<file path="src/rtl/friscv_rv32i_lsu_ctrl.sv">
// ---------------------------------------------------------------------------
// friscv_rv32i_lsu_ctrl
//
// Load/store controller for an RV32I core. It takes one decoded memory
// instruction at a time and works out the effective address, byte strobes
// and store data. It then holds the data-memory request until the memory
// acknowledges it. For loads, it aligns and sign- or zero-extends the
// returned word and writes the result back to the register file.
//
// Ports
//   aclk, srst            clock, synchronous active-high reset
//   lsu_en / lsu_ready    instruction valid / controller idle and accepting
//   lsu_load, lsu_funct3  load(1)/store(0) and RV32I width/sign code
//   lsu_rd                load destination register
//   lsu_imm12             signed offset added to lsu_rs1_val
//   lsu_rs1_val/rs2_val   base address / store data
//   lsu_error             one-cycle pulse for misaligned or illegal funct3
//   regs_rd_*             register-file write-back port
//   mem_*                 data-memory port (this block is its only master)
//
// All outputs are registered.
// ---------------------------------------------------------------------------
module friscv_rv32i_lsu_ctrl #(
    parameter int ADDRW = 16,
    parameter int XLEN  = 32
) (
    input  logic              aclk,
    input  logic              srst,
    input  logic              lsu_en,
    output logic              lsu_ready,
    input  logic              lsu_load,
    input  logic [2:0]        lsu_funct3,
    input  logic [4:0]        lsu_rd,
    input  logic [11:0]       lsu_imm12,
    input  logic [XLEN-1:0]   lsu_rs1_val,
    input  logic [XLEN-1:0]   lsu_rs2_val,
    output logic              lsu_error,
    output logic              regs_rd_wr,
    output logic [4:0]        regs_rd_addr,
    output logic [XLEN-1:0]   regs_rd_val,
    output logic              mem_en,
    output logic              mem_wr,
    output logic [ADDRW-1:0]  mem_addr,
    output logic [XLEN-1:0]   mem_wdata,
    output logic [XLEN/8-1:0] mem_strb,
    input  logic [XLEN-1:0]   mem_rdata,
    input  logic              mem_ready
);

    localparam logic [1:0] ST_IDLE = 2'd0;
    localparam logic [1:0] ST_MEM  = 2'd1;
    localparam logic [1:0] ST_WB   = 2'd2;

    logic [1:0]        state_q, state_d;
    logic              lsu_ready_q, lsu_ready_d;
    logic              lsu_error_q, lsu_error_d;
    logic              regs_rd_wr_q, regs_rd_wr_d;
    logic [4:0]        regs_rd_addr_q, regs_rd_addr_d;
    logic [XLEN-1:0]   regs_rd_val_q, regs_rd_val_d;
    logic              mem_en_q, mem_en_d;
    logic              mem_wr_q, mem_wr_d;
    logic [ADDRW-1:0]  mem_addr_q, mem_addr_d;
    logic [XLEN-1:0]   mem_wdata_q, mem_wdata_d;
    logic [XLEN/8-1:0] mem_strb_q, mem_strb_d;
    // Instruction fields that are still needed once the request is in flight.
    logic [2:0]        funct3_q, funct3_d;
    logic [1:0]        off_q, off_d;
    logic [4:0]        rd_q, rd_d;
    logic              load_q, load_d;

    // Effective address, and checks on the incoming instruction.
    logic [XLEN-1:0] ea;
    logic [1:0]      ea_off;
    logic            illegal;
    logic            misaligned;
    logic            unused_ea_hi;

    assign ea           = lsu_rs1_val + {{(XLEN-12){lsu_imm12[11]}}, lsu_imm12};
    assign ea_off       = ea[1:0];
    assign unused_ea_hi = ^ea[XLEN-1:ADDRW+2];

    // Loads allow funct3 0,1,2,4,5. Stores allow 0,1,2.
    assign illegal    = lsu_load ? (lsu_funct3 == 3'd3 || lsu_funct3 == 3'd6 || lsu_funct3 == 3'd7)
                                 : (lsu_funct3 >= 3'd3);
    // funct3[1:0] encodes the access size for both loads and stores.
    assign misaligned = (lsu_funct3[1:0] == 2'd1 && ea_off[0]) ||
                        (lsu_funct3[1:0] == 2'd2 && ea_off != 2'd0);

    // Split the read word into byte and halfword lanes.
    logic [7:0]  rd_bytes  [4];
    logic [15:0] rd_halves [2];

    generate
        for (genvar gi = 0; gi < 4; gi++) begin : g_byte_lane
            assign rd_bytes[gi] = mem_rdata[8*gi +: 8];
        end
        for (genvar gi = 0; gi < 2; gi++) begin : g_half_lane
            assign rd_halves[gi] = mem_rdata[16*gi +: 16];
        end
    endgenerate

    logic [7:0]      sel_byte;
    logic [15:0]     sel_half;
    logic [XLEN-1:0] load_result;

    always_comb begin
        sel_byte    = rd_bytes[off_q];
        sel_half    = rd_halves[off_q[1]];
        load_result = '0;
        case (funct3_q)
            3'd0:    load_result = {{(XLEN-8){sel_byte[7]}}, sel_byte};
            3'd1:    load_result = {{(XLEN-16){sel_half[15]}}, sel_half};
            3'd4:    load_result = {{(XLEN-8){1'b0}}, sel_byte};
            3'd5:    load_result = {{(XLEN-16){1'b0}}, sel_half};
            default: load_result = mem_rdata;
        endcase
    end

    always_comb begin
        state_d        = state_q;
        lsu_ready_d    = lsu_ready_q;
        lsu_error_d    = 1'b0;
        regs_rd_wr_d   = 1'b0;
        regs_rd_addr_d = regs_rd_addr_q;
        regs_rd_val_d  = regs_rd_val_q;
        mem_en_d       = mem_en_q;
        mem_wr_d       = mem_wr_q;
        mem_addr_d     = mem_addr_q;
        mem_wdata_d    = mem_wdata_q;
        mem_strb_d     = mem_strb_q;
        funct3_d       = funct3_q;
        off_d          = off_q;
        rd_d           = rd_q;
        load_d         = load_q;

        case (state_q)
            ST_IDLE: begin
                if (lsu_en) begin
                    if (illegal || misaligned) begin
                        lsu_error_d = 1'b1;
                    end else begin
                        state_d     = ST_MEM;
                        lsu_ready_d = 1'b0;
                        mem_en_d    = 1'b1;
                        mem_wr_d    = !lsu_load;
                        mem_addr_d  = ea[ADDRW+1:2];
                        funct3_d    = lsu_funct3;
                        off_d       = ea_off;
                        rd_d        = lsu_rd;
                        load_d      = lsu_load;
                        case (lsu_funct3[1:0])
                            2'd0: begin
                                mem_strb_d  = 4'b0001 << ea_off;
                                mem_wdata_d = {4{lsu_rs2_val[7:0]}};
                            end
                            2'd1: begin
                                mem_strb_d  = 4'b0011 << ea_off;
                                mem_wdata_d = {2{lsu_rs2_val[15:0]}};
                            end
                            default: begin
                                mem_strb_d  = 4'b1111;
                                mem_wdata_d = lsu_rs2_val;
                            end
                        endcase
                        if (lsu_load) begin
                            mem_wdata_d = '0;
                        end
                    end
                end
            end
            ST_MEM: begin
                // The request stays frozen until the memory acknowledges it.
                if (mem_ready) begin
                    mem_en_d = 1'b0;
                    if (load_q && rd_q != 5'd0) begin
                        state_d        = ST_WB;
                        regs_rd_wr_d   = 1'b1;
                        regs_rd_addr_d = rd_q;
                        regs_rd_val_d  = load_result;
                    end else begin
                        // Stores and loads to x0 finish here without a write-back.
                        state_d     = ST_IDLE;
                        lsu_ready_d = 1'b1;
                    end
                end
            end
            ST_WB: begin
                state_d     = ST_IDLE;
                lsu_ready_d = 1'b1;
            end
            default: begin
                state_d     = ST_IDLE;
                lsu_ready_d = 1'b1;
                mem_en_d    = 1'b0;
            end
        endcase
    end

    always_ff @(posedge aclk) begin
        if (srst) begin
            state_q        <= ST_IDLE;
            lsu_ready_q    <= 1'b1;
            lsu_error_q    <= 1'b0;
            regs_rd_wr_q   <= 1'b0;
            regs_rd_addr_q <= '0;
            regs_rd_val_q  <= '0;
            mem_en_q       <= 1'b0;
            mem_wr_q       <= 1'b0;
            mem_addr_q     <= '0;
            mem_wdata_q    <= '0;
            mem_strb_q     <= '0;
            funct3_q       <= '0;
            off_q          <= '0;
            rd_q           <= '0;
            load_q         <= 1'b0;
        end else begin
            state_q        <= state_d;
            lsu_ready_q    <= lsu_ready_d;
            lsu_error_q    <= lsu_error_d;
            regs_rd_wr_q   <= regs_rd_wr_d;
            regs_rd_addr_q <= regs_rd_addr_d;
            regs_rd_val_q  <= regs_rd_val_d;
            mem_en_q       <= mem_en_d;
            mem_wr_q       <= mem_wr_d;
            mem_addr_q     <= mem_addr_d;
            mem_wdata_q    <= mem_wdata_d;
            mem_strb_q     <= mem_strb_d;
            funct3_q       <= funct3_d;
            off_q          <= off_d;
            rd_q           <= rd_d;
            load_q         <= load_d;
        end
    end

    assign lsu_ready    = lsu_ready_q;
    assign lsu_error    = lsu_error_q;
    assign regs_rd_wr   = regs_rd_wr_q;
    assign regs_rd_addr = regs_rd_addr_q;
    assign regs_rd_val  = regs_rd_val_q;
    assign mem_en       = mem_en_q;
    assign mem_wr       = mem_wr_q;
    assign mem_addr     = mem_addr_q;
    assign mem_wdata    = mem_wdata_q;
    assign mem_strb     = mem_strb_q;

endmodule

</file>
<file path="config.mk">
export PLATFORM = sky130hd
export DESIGN_NAME = friscv_rv32i_lsu_ctrl
export DESIGN_NICKNAME = d
export VERILOG_FILES = /design/src/rtl/friscv_rv32i_lsu_ctrl.sv
export SDC_FILE = /design/constraint.sdc
export NUM_CORES = 1
export LEC_CHECK = 0
export ABC_AREA = 0
export BUFFER_PORTS_ARGS = -buffer_cell sky130_fd_sc_hd__buf_4
export CAP_MARGIN = 20
export CORE_UTILIZATION = 40
export CTS_BUF_LIST = sky130_fd_sc_hd__clkbuf_4
export DETAILED_ROUTE_END_ITERATION = 10
export GPL_ROUTABILITY_DRIVEN = 0
export GPL_TIMING_DRIVEN = 0
export HOLD_SLACK_MARGIN = 0.06
export PLACE_DENSITY_LB_ADDON = 0.12
export SLEW_MARGIN = 10
export SYNTH_ARGS = -nofsm -noshare
export SYNTH_HDL_FRONTEND = slang
export SYNTH_SLANG_ARGS = --single-unit
</file>
<file path="constraint.sdc">
create_clock -name aclk -period 1.9 [get_ports aclk]
set_input_delay 0 -clock aclk [delete_from_list [all_inputs] [get_ports aclk]]
set_output_delay 0 -clock aclk [all_outputs]
set_load 0.01 [all_outputs]
</file>
==> results of run 1 <==
==> cell families after synthesis <==
group	share of synthesized area
muxes	0.05730
xor gates and xnor gates	0.006343
DFF	0.3878
buffers and inverters	0.04439
adders and majority gates	0.04213
and+or+nand+nor	0.2104
AOI/OAI and AO/OA	0.2516
==> worst register-to-register path, stage by stage (launching register included) <==
cell                       delay [ns]
sky130_fd_sc_hd__dfxtp_1         0.55
sky130_fd_sc_hd__mux4_2          0.59
sky130_fd_sc_hd__a21oi_4         0.25
sky130_fd_sc_hd__clkbuf_4        0.27
sky130_fd_sc_hd__a21oi_1         0.08
==> layout make-up <==
cell class | instances | area [sq um] | area share
multi-input cells | 529 | 3201 | 0.3796
repair buffers | 295 | 2455 | 0.2911
flip-flops and latches | 107 | 2143 | 0.2542
well taps | 176 | 220.2 | 0.02612
plain buffers | 46 | 214.0 | 0.02537
clock inverters | 7 | 87.58 | 0.01039
clock buffers | 9 | 67.56 | 0.008013
inverters | 11 | 41.29 | 0.004897
diodes | 1 | 2.502 | 0.0002968
==> per-stage QoR <==
stage | power (mW) | TNS, ns | hold slack (ns)
floorplan | 3.001 | 0 | 0.1360
global placement | 3.451 | -21.17 | 0.2617
detailed placement | 3.473 | -25.54 | 0.2719
CTS | 4.889 | 0 | 0.06261
global route | 5.136 | -0.06729 | 0.09763
finish | 4.925 | 0 | 0.07957
==> registers in the layout, summed over array words and instances, names as in the netlist, 2 cells and up <==
signal	flops
mem_addr	16
state_q	2
regs_rd_val	32
mem_wdata	32
regs_rd_addr	5
mem_strb	4
rd_q	5
off_q	2
funct3_q	3
==> metal layers <==
layer,GRT usage,routed length [um],share of wire,vias up
li1,-,-,-,3098
met5,0,0,0,-
met4,0.1086,522,0.027,0
met3,0.05608,1316,0.067,45
met1,0.3248,8274,0.42,2956
met2,0.4733,9506,0.48,287
==> placed cells by master (no fill, tap or decap), types with 6 or more instances in the layout <==
cell                            netlist  final
sky130_fd_sc_hd__a211o_1             10     10
sky130_fd_sc_hd__a211oi_1            15     15
sky130_fd_sc_hd__a21oi_1             98     95
sky130_fd_sc_hd__buf_2               13     12
sky130_fd_sc_hd__buf_4                1    200
sky130_fd_sc_hd__clkbuf_1            30     22
sky130_fd_sc_hd__clkbuf_2             0      6
sky130_fd_sc_hd__clkbuf_4             0     11
sky130_fd_sc_hd__dfxtp_1            107    106
sky130_fd_sc_hd__dlygate4sd3_1        0     96
sky130_fd_sc_hd__ha_1                17     17
sky130_fd_sc_hd__inv_1               11     11
sky130_fd_sc_hd__mux2i_1             26     26
sky130_fd_sc_hd__nand2_1             93     93
sky130_fd_sc_hd__nand3_1             15     15
sky130_fd_sc_hd__nand3b_1            11     11
sky130_fd_sc_hd__nor2_1              67     65
sky130_fd_sc_hd__nor2b_1              7      6
sky130_fd_sc_hd__nor3_1              32     32
sky130_fd_sc_hd__o21ai_0             55     55
sky130_fd_sc_hd__o22ai_1              7      7
==> power by group through the flow <==
stage / Sequential [mW] / Combinational (mW) / Clock [mW]
3_3_place_gp: 2.41 / 1.04 / 0
4_1_cts: 2.37 / 1.23 / 1.29
2_1_floorplan: 2.43 / 0.571 / 0
6_report: 2.37 / 1.27 / 1.28
3_5_place_dp: 2.41 / 1.06 / 0
5_1_grt: 2.38 / 1.38 / 1.38
==> worst max path at each step <==
stage                 endpoint  slack [ns]
5_1_grt        regs_rd_val[15]       -0.02
3_3_place_gp       funct3_q[1]       -0.43
4_1_cts               off_q[0]        0.02
6_report       regs_rd_val[25]        0.08
3_5_place_dp          off_q[0]       -0.51
2_1_floorplan     mem_addr[13]        0.01
==> repair_timing <==
item / in CTS / in global routing
gates resized for setup: 4 / 27
endpoints found under the hold margin: 87 / 0
hold buffers: 96 / 0
endpoints found under the setup margin: 30 / 68
gates cloned: 0 / 0
==> run metrics, run 1 <==
DRC 0; clock latency on the worst-skew pair about 0.5 ns; nets 1138; number of pins exceeding their max-slew limit in the final report 0; Psw 1.550 mW; Post-Route Utilization 0.6317; H-tree depth reported by CTS 3; worst-path maximum fanout 10; total clock buffers created by CTS 9; endpoint type of the worst setup path register; switching share of power 0.3147; number of enable-type register cells in the synthesized netlist 0; number of synthesized register bits around 110; Logic pwr share 0.259; terminus of the critical flop-to-flop path regs_rd_val[25]; post-CTS setup-driven buffer insertion count 0; Net Count, Synth 833; Post-Syn Instances 694; maximum number of pins on one net before global-route repair 20; count of cell types in the netlist 60; number of antenna violations at the first check in global routing 1; register-to-register path setup slack between 0.07 and 0.08 ns; Worst Max-Slew Pin Slew 0.8107 ns; most instantiated library cell after synthesis sky130_fd_sc_hd__dfxtp_1; crit-path max cell delay 0.58 ns; combined buffer and inverter count along the critical path 1; post-synthesis instance area 5524 sq um; post-detailed-placement half-perimeter wirelength roughly 14000 um; number of failing setup endpoints in the final timing report 0; Routed wire per std cell 16.61 um; worst setup path class reg -> reg; TritonCTS clock tree done; Top FF cell, synth sky130_fd_sc_hd__dfxtp_1; Register-to-Register Path Depth 4; count of nets left with antenna violations after detail routing 0; area of the die 14280 sq um; placement-stage worst setup slack -0.5125 ns; startpoint of the worst register-to-register path off_q[1]; minimum clock period 1.823 ns; DRC marker count from the first detailed-route iteration 343; Via density 5.407; Max-Cap Viols 0; data required time at the worst endpoint 2.30 ns; total power density per cell area 584.1 nW/um^2; sequential fraction of the synthesis area 0.3878; critical-path cell list mux4_2 -> a21oi_4 -> clkbuf_4 -> a21oi_1; total gr overflow 0; Reg power frac 0.481; num ports 215; via count approximately 6.4k; DP Area between 7000 and 8000 sq um; Final Skew 0.01146 ns; Tot GR Track Use 0.2716; unrepaired setup endpoints after global routing yes; number of standard cells in the final layout excluding fillers 1181; nature of the critical path startpoint register; list of most frequent post-synthesis cells sky130_fd_sc_hd__dfxtp_1 (107), sky130_fd_sc_hd__a21oi_1 (98), sky130_fd_sc_hd__nand2_1 (93), sky130_fd_sc_hd__nor2_1 (67), sky130_fd_sc_hd__o21ai_0 (55); Worst Hold Path EP mem_addr[12]; leakage 3.579 nW; clock root cell sky130_fd_sc_hd__clkbuf_4; post-synthesis to final-layout area growth 52.64%; count of filler cells inserted in the layout 1146; core region area 13350 sq um; Site Rows 42; kind of cell adding the most delay to the critical path multiplexers; Hold/Removal Path Class in -> reg; top cells by area, synth sky130_fd_sc_hd__dfxtp_1 (39%), sky130_fd_sc_hd__a21oi_1 (8.9%), sky130_fd_sc_hd__nand2_1 (6.3%); drt total wl 19620 um; synthesized area per cell 7.960 sq um; area share of the largest cell type after synthesis 0.3878; library cell with the largest summed area after synthesis sky130_fd_sc_hd__dfxtp_1; highest attainable clock frequency 548.6 MHz; final non-filler cell area 8432 sq um; Syn. warnings 0; starting utilization of the core area 0.4139; outcome finished, final reports clean; input/output buffers 199; fraction of final layout cells with drive strength greater than 1 0.2590; clk slew on worst S/H paths 0.18 ns; worst slew margin relative to its limit 0.4575; share of synthesized flip-flops with an asynchronous set or reset 0; vias in the first global route between 6k and 7k; highest ir drop seen on vdd approximately 0.32 mV; instance count along the most critical hold path 4; total internal power 3.375 mW; relative contribution of the clock network to total power 0.260; endpoint arrival time on the critical path 2.22 ns; Die Wd 119.5 um; clock sinks approximately 110; total placed cells including tap cells roughly 1.1k; final-report hold violation count 0; startpoint of the most critical setup path off_q[1]; slowest cell on the critical path sky130_fd_sc_hd__mux4_2; number of logic stages on the critical path including buffering 4; first-pass detailed-route iteration total 5; global-route wire length before repair 30820 um; CTS max path bufs 2; y dimension of the die approximately 120 um; Worst Setup Slack, final 0.07731 ns; portion of the clock cycle consumed by the worst path in the final layout 0.9593; origin of the worst min-delay path lsu_rs1_val[14]
(Power assumes the default switching activity.)
==> run 2, diff against run 1 <==
--- a/config.mk
+++ b/config.mk
@@ -14,7 +14,7 @@
 export GPL_ROUTABILITY_DRIVEN = 0
 export GPL_TIMING_DRIVEN = 0
 export HOLD_SLACK_MARGIN = 0.06
-export PLACE_DENSITY_LB_ADDON = 0.12
+export PLACE_DENSITY = 0.7
 export SLEW_MARGIN = 10
 export SYNTH_ARGS = -nofsm -noshare
 export SYNTH_HDL_FRONTEND = slang
==> run metrics, run 2 (same netlist as run 1, synthesis figures left out) <==
H-tree depth reported by CTS 3 (unchanged); final-report hold violation count 0 (unchanged); via count 6454 (+1.1%); worst setup path class reg -> reg; total power density per cell area 582.8 nW/um^2 (-0.21%); leakage 3.616 nW (+1.0%); Post-Route Utilization 0.6356 (+0.003937); number of antenna violations at the first check in global routing 1 (unchanged); starting utilization of the core area 0.4139 (unchanged); data required time at the worst endpoint 2.29 ns (about the same); number of failing setup endpoints in the final timing report 0 (unchanged); highest attainable clock frequency 549.6 MHz (+0.18%); Worst Max-Slew Pin Slew 0.8331 ns (+0.02237 ns); unrepaired setup endpoints after global routing yes; num ports 215 (unchanged); Via density 5.437 (+0.55%); portion of the clock cycle consumed by the worst path in the final layout 0.9575 (-0.001762); Worst Setup Slack, final 0.08066 ns (+0.003348 ns); placement-stage worst setup slack -0.4603 ns (+0.05219 ns); minimum clock period 1.819 ns (-0.003348 ns); Max-Cap Viols 0 (unchanged); worst-path maximum fanout 10 (unchanged); endpoint type of the worst setup path register; global-route wire length before repair 31310 um (+1.6%); final non-filler cell area 8484 sq um (+0.62%); Final Skew 0.01353 ns (+0.002078 ns); Global Route met2 Usage 0.4700 (-0.003251); Tot GR Track Use 0.2785 (+0.006941); clock root cell sky130_fd_sc_hd__clkbuf_4; area of the die 14280 sq um (unchanged); DRC 0 (unchanged); vias in the first global route 6253 (-0.84%); total gr overflow 0 (unchanged); drt total wl 20000 um (+2.0%); Site Rows 42 (unchanged); commonest non-fill, non-tap cell in the layout sky130_fd_sc_hd__buf_4; Hold/Removal Path Class in -> reg; DRC marker count from the first detailed-route iteration 385 (+12%); core region area 13350 sq um (unchanged); maximum number of pins on one net before global-route repair 17 (-15%); total clock buffers created by CTS 9 (unchanged); Hold Worst Slack 0.07918 ns (-0.0003862 ns); y dimension of the die 119.5 um (unchanged); nets 1145 (+0.62%); outcome finished, final reports clean; first-pass detailed-route iteration total 6 (+1); post-detailed-placement half-perimeter wirelength 13850 um (-3.0%); most used cells in the layout excluding fill and tap cells sky130_fd_sc_hd__buf_4 (201), sky130_fd_sc_hd__dfxtp_1 (105), sky130_fd_sc_hd__dlygate4sd3_1 (102), sky130_fd_sc_hd__a21oi_1 (95), sky130_fd_sc_hd__nand2_1 (93); DP Area 7238 sq um (unchanged); CTS max path bufs 2 (unchanged); count of nets left with antenna violations after detail routing 0 (unchanged); input/output buffers 199 (unchanged); Routed wire per std cell 16.85 um (+1.4%); endpoint arrival time on the critical path 2.21 ns (about the same); worst slew margin relative to its limit 0.4426 (-0.01497); Most Crowded Layer GR met2; highest ir drop seen on vdd 0.3805 mV (+20%); nature of the critical path startpoint register; clk slew on worst S/H paths 0.15 ns (-0.03 ns); clock latency on the worst-skew pair 0.49 ns (about the same); Die Wd 119.5 um (unchanged); post-synthesis to final-layout area growth 53.59%; TritonCTS clock tree done; clock sinks 107 (unchanged); global routing met3 resource utilization 0.07224 (+0.01616); number of pins exceeding their max-slew limit in the final report 0 (unchanged); GR Layer Usage met1 0.3325 (+0.007710); fraction of final layout cells with drive strength greater than 1 0.2564 (-0.002528)
[run 2: metal layers]
metal  up-vias  part of all wire
li1       3105                 -
met1      2990              0.40
met2       293              0.48
met3        66             0.075
met4         0             0.038
met5         -                 0
[run 2: path summary, 6_finish.rpt]
path | slack [ns] | to | start | depth (start not counted)
hold reg to reg | 0.46 | mem_addr[3] | mem_addr[3] | 2
hold / removal | 0.08 | off_q[1] | lsu_rs1_val[1] | 4
setup reg to reg | 0.08 | regs_rd_val[23] | state_q[1] | 6
setup / recovery | 0.08 | regs_rd_val[23] | state_q[1] | 6
[run 2: area by class of cell]
cell class              count  area (sq um)
plain buffers              46         214.0
flip-flops and latches    107          2145
fillers                  1206          4863
repair buffers            302          2522
clock buffers               9         67.56
inverters                  11         41.29
multi-input cells         529          3191
clock inverters             6         81.33
diodes                      1         2.502
well taps                 176         220.2
[run 2: critical path, stage by stage (launching register included)]
cell	delay (ns)
sky130_fd_sc_hd__dfxtp_1	0.42
sky130_fd_sc_hd__nand3b_1	0.23
sky130_fd_sc_hd__a21oi_2	0.25
sky130_fd_sc_hd__nand2_1	0.20
sky130_fd_sc_hd__a21oi_4	0.27
sky130_fd_sc_hd__clkbuf_4	0.28
sky130_fd_sc_hd__a21oi_1	0.08
[run 2: power by group]
| part | total, mW | switching, mW | internal, mW |
|---|---|---|---|
| registers | 2.37 | 0.0504 | 2.32 |
| clock network | 1.28 | 0.764 | 0.518 |
| logic | 1.29 | 0.652 | 0.643 |
| total | 4.95 | 1.47 | 3.48 |
[run 2: per-stage QoR]
stage / power (mW) / TNS (ns) / std cells
2_1_floorplan: 3.001 / 0 / 694
3_3_place_gp: 3.463 / -25.61 / 1069
3_5_place_dp: 3.471 / -25.63 / 1069
4_1_cts: 4.921 / 0 / 1185
5_1_grt: 5.167 / -0.2831 / 1187
6_report: 4.945 / 0 / 1187
[run 2: timing repair]
action | 4_1_cts | 5_1_grt
setup endpoints to repair | 34 | 59
pin swaps | 0 | 2
buffers inserted | 0 | 1
hold buffers | 102 | 0
resized for setup | 4 | 28
hold endpoints to repair | 91 | 0
==> run 3, diff against run 2 <==
--- a/config.mk
+++ b/config.mk
@@ -8,6 +8,7 @@
 export ABC_AREA = 0
 export BUFFER_PORTS_ARGS = -buffer_cell sky130_fd_sc_hd__buf_4
 export CAP_MARGIN = 20
+export CORE_MARGIN = 5
 export CORE_UTILIZATION = 40
 export CTS_BUF_LIST = sky130_fd_sc_hd__clkbuf_4
 export DETAILED_ROUTE_END_ITERATION = 10
==> run metrics, run 3 (same netlist as run 1, synthesis figures left out) <==
outcome finished, final reports clean; leakage 3.594 nW (-0.61%); endpoint type of the worst setup path register; highest ir drop seen on vdd 0.4931 mV (+30%); instance count along the most critical hold path 4 (unchanged); Die Wd 127.5 um (+6.7%); number of pins exceeding their max-slew limit in the final report 0 (unchanged); clock latency on the worst-skew pair 0.48 ns (about the same); routed length on met3 1753 um (+16%); CTS max path bufs 2 (unchanged); sequential cell area in the final layout 2145 sq um (unchanged); count of filler cells inserted in the layout 1219 (+1.1%); worst slew margin relative to its limit 0.4312 (-0.01136); portion of the clock cycle consumed by the worst path in the final layout 0.9957 (+0.03813); TritonCTS clock tree done; unrepaired setup endpoints after global routing yes; worst setup path class in -> reg; data required time at the worst endpoint 2.35 ns (+0.06 ns); crit-path max cell delay 0.55 ns (+0.13 ns); Hold/Removal Path Class in -> reg; multi-input gate area in the final layout 3212 sq um (+0.67%); drt total wl 20320 um (+1.6%); Site Rows 43 (+2.4%); starting utilization of the core area 0.4026 (-0.01121); vias in the first global route 6146 (-1.7%); most used cells in the layout excluding fill and tap cells sky130_fd_sc_hd__buf_4 (200), sky130_fd_sc_hd__dfxtp_1 (105), sky130_fd_sc_hd__dlygate4sd3_1 (97), sky130_fd_sc_hd__a21oi_1 (96), sky130_fd_sc_hd__nand2_1 (93); minimum clock period 1.892 ns (+0.07244 ns); Final Skew 0.02410 ns (+0.01057 ns); nets 1139 (-0.52%); maximum number of pins on one net before global-route repair 19 (+2); number of failing setup endpoints in the final timing report 0 (unchanged); clk slew on worst S/H paths 0.19 ns (+0.04 ns); total clock buffers created by CTS 9 (unchanged); y dimension of the die 127.5 um (+6.7%); first-pass detailed-route iteration total 5 (-1); detailed-routing wirelength on met1 8396 um (+3.8%); fraction of final layout cells with drive strength greater than 1 0.2607 (+0.004261); DRC 0 (unchanged); post-detailed-placement half-perimeter wirelength 14670 um (+5.9%); placement-stage worst setup slack -0.4598 ns (+0.0005620 ns); worst-path maximum fanout 6 (-4); total length of routed met2 wires 9653 um (about the same); via count 6382 (-1.1%); input/output buffers 199 (unchanged); clock sinks 107 (unchanged); DRC marker count from the first detailed-route iteration 514 (+34%); commonest non-fill, non-tap cell in the layout sky130_fd_sc_hd__buf_4; Max-Cap Viols 0 (unchanged); power after layout 4.895 mW (-1.0%); core region area 13720 sq um (+2.8%); endpoint arrival time on the critical path 2.34 ns (+0.13 ns); H-tree depth reported by CTS 3 (unchanged); Register-to-Register Path Depth 4 (-2); global-route wire length before repair 31540 um (+0.72%); Worst Max-Slew Pin Slew 0.8500 ns (+0.01698 ns); Tot GR Track Use 0.2417 (-0.03675); final-report hold violation count 0 (unchanged); Routed wire per std cell 17.14 um (+1.7%); post-synthesis to final-layout area growth 52.93%; critical-path cell list dlygate4sd3_1 -> buf_4 -> ha_1 -> a21oi_1 -> nor2b_1 -> o211a_1 -> o211ai_4 -> a2111oi_1 -> a311o_1; ANT cells 0 (-1); count of nets left with antenna violations after detail routing 0 (unchanged); total power density per cell area 579.4 nW/um^2 (-0.59%); num ports 215 (unchanged); clock root cell sky130_fd_sc_hd__clkbuf_4; total gr overflow 0 (unchanged); Via density 5.386 (-0.95%); number of antenna violations at the first check in global routing 0 (-1); Worst Setup Slack, final 0.008219 ns (-0.07244 ns); slowest cell on the critical path sky130_fd_sc_hd__dlygate4sd3_1; setup total negative slack 0 ns (unchanged); highest attainable clock frequency 528.6 MHz (-3.8%); area of the die 16260 sq um (+14%); nature of the critical path startpoint input port; highest metal layer with signal wires met4
run 3: cell type report:
type | count | share of cell area
Multi-Input combinational cell | 529 | 0.3802
Tap cell | 180 | 0.02666
Inverter | 11 | 0.004887
Timing Repair Buffer | 296 | 0.2918
Buffer | 46 | 0.02562
Clock buffer | 10 | 0.008886
Clock inverter | 6 | 0.008146
Sequential cell | 107 | 0.2539
run 3: layer usage:
metal / GRT usage / vias to the layer above
li1: - / 3104
met1: 0.2941 / 2944
met2: 0.4122 / 279
met3: 0.06940 / 55
met4: 0.07634 / 0
met5: 0 / -
run 3: worst max-delay path: cells and delay by family:
kind | cells | cell delay (ns)
compound gates | 5 | 1.10
buf+inv | 2 | 0.69
fa+ha+maj | 1 | 0.33
simple gates | 1 | 0.22
run 3: what timing repair did:
| action | CTS | global route |
|---|---|---|
| hold buffers | 97 | 0 |
| resized for setup | 6 | 30 |
| endpoints found under the setup margin | 35 | 68 |
| gates cloned | 0 | 0 |
| setup buffers | 0 | 0 |
| endpoints found under the hold margin | 89 | 0 |
run 3: worst paths after layout:
kind                  startpoint              end  slack, ns
hold reg to reg     mem_wdata[6]     mem_wdata[6]       0.46
setup reg to reg        off_q[1]  regs_rd_val[21]       0.10
setup / recovery  lsu_rs1_val[3]     mem_addr[11]      0.008
hold / removal     lsu_imm12[10]      mem_addr[8]       0.09
run 3: per-stage QoR:
stage / hold WS [ns] / instance area [sq um] / utilization / cells
global route: 0.07266 / 8448 / 0.6158 / 1185
CTS: 0.06632 / 8379 / 0.6108 / 1186
finish: 0.08732 / 8448 / 0.6158 / 1185
global placement: 0.2522 / 7243 / 0.5280 / 1073
floorplan: 0.1360 / 5524 / - / 694
detailed placement: 0.2620 / 7243 / 0.5280 / 1073
run 3: report_power, final:
group / internal (mW) / switching [mW] / total, mW
clock: 0.430 / 0.815 / 1.25
sequential: 2.32 / 0.0518 / 2.37
combinational: 0.632 / 0.647 / 1.28
total: 3.38 / 1.51 / 4.89
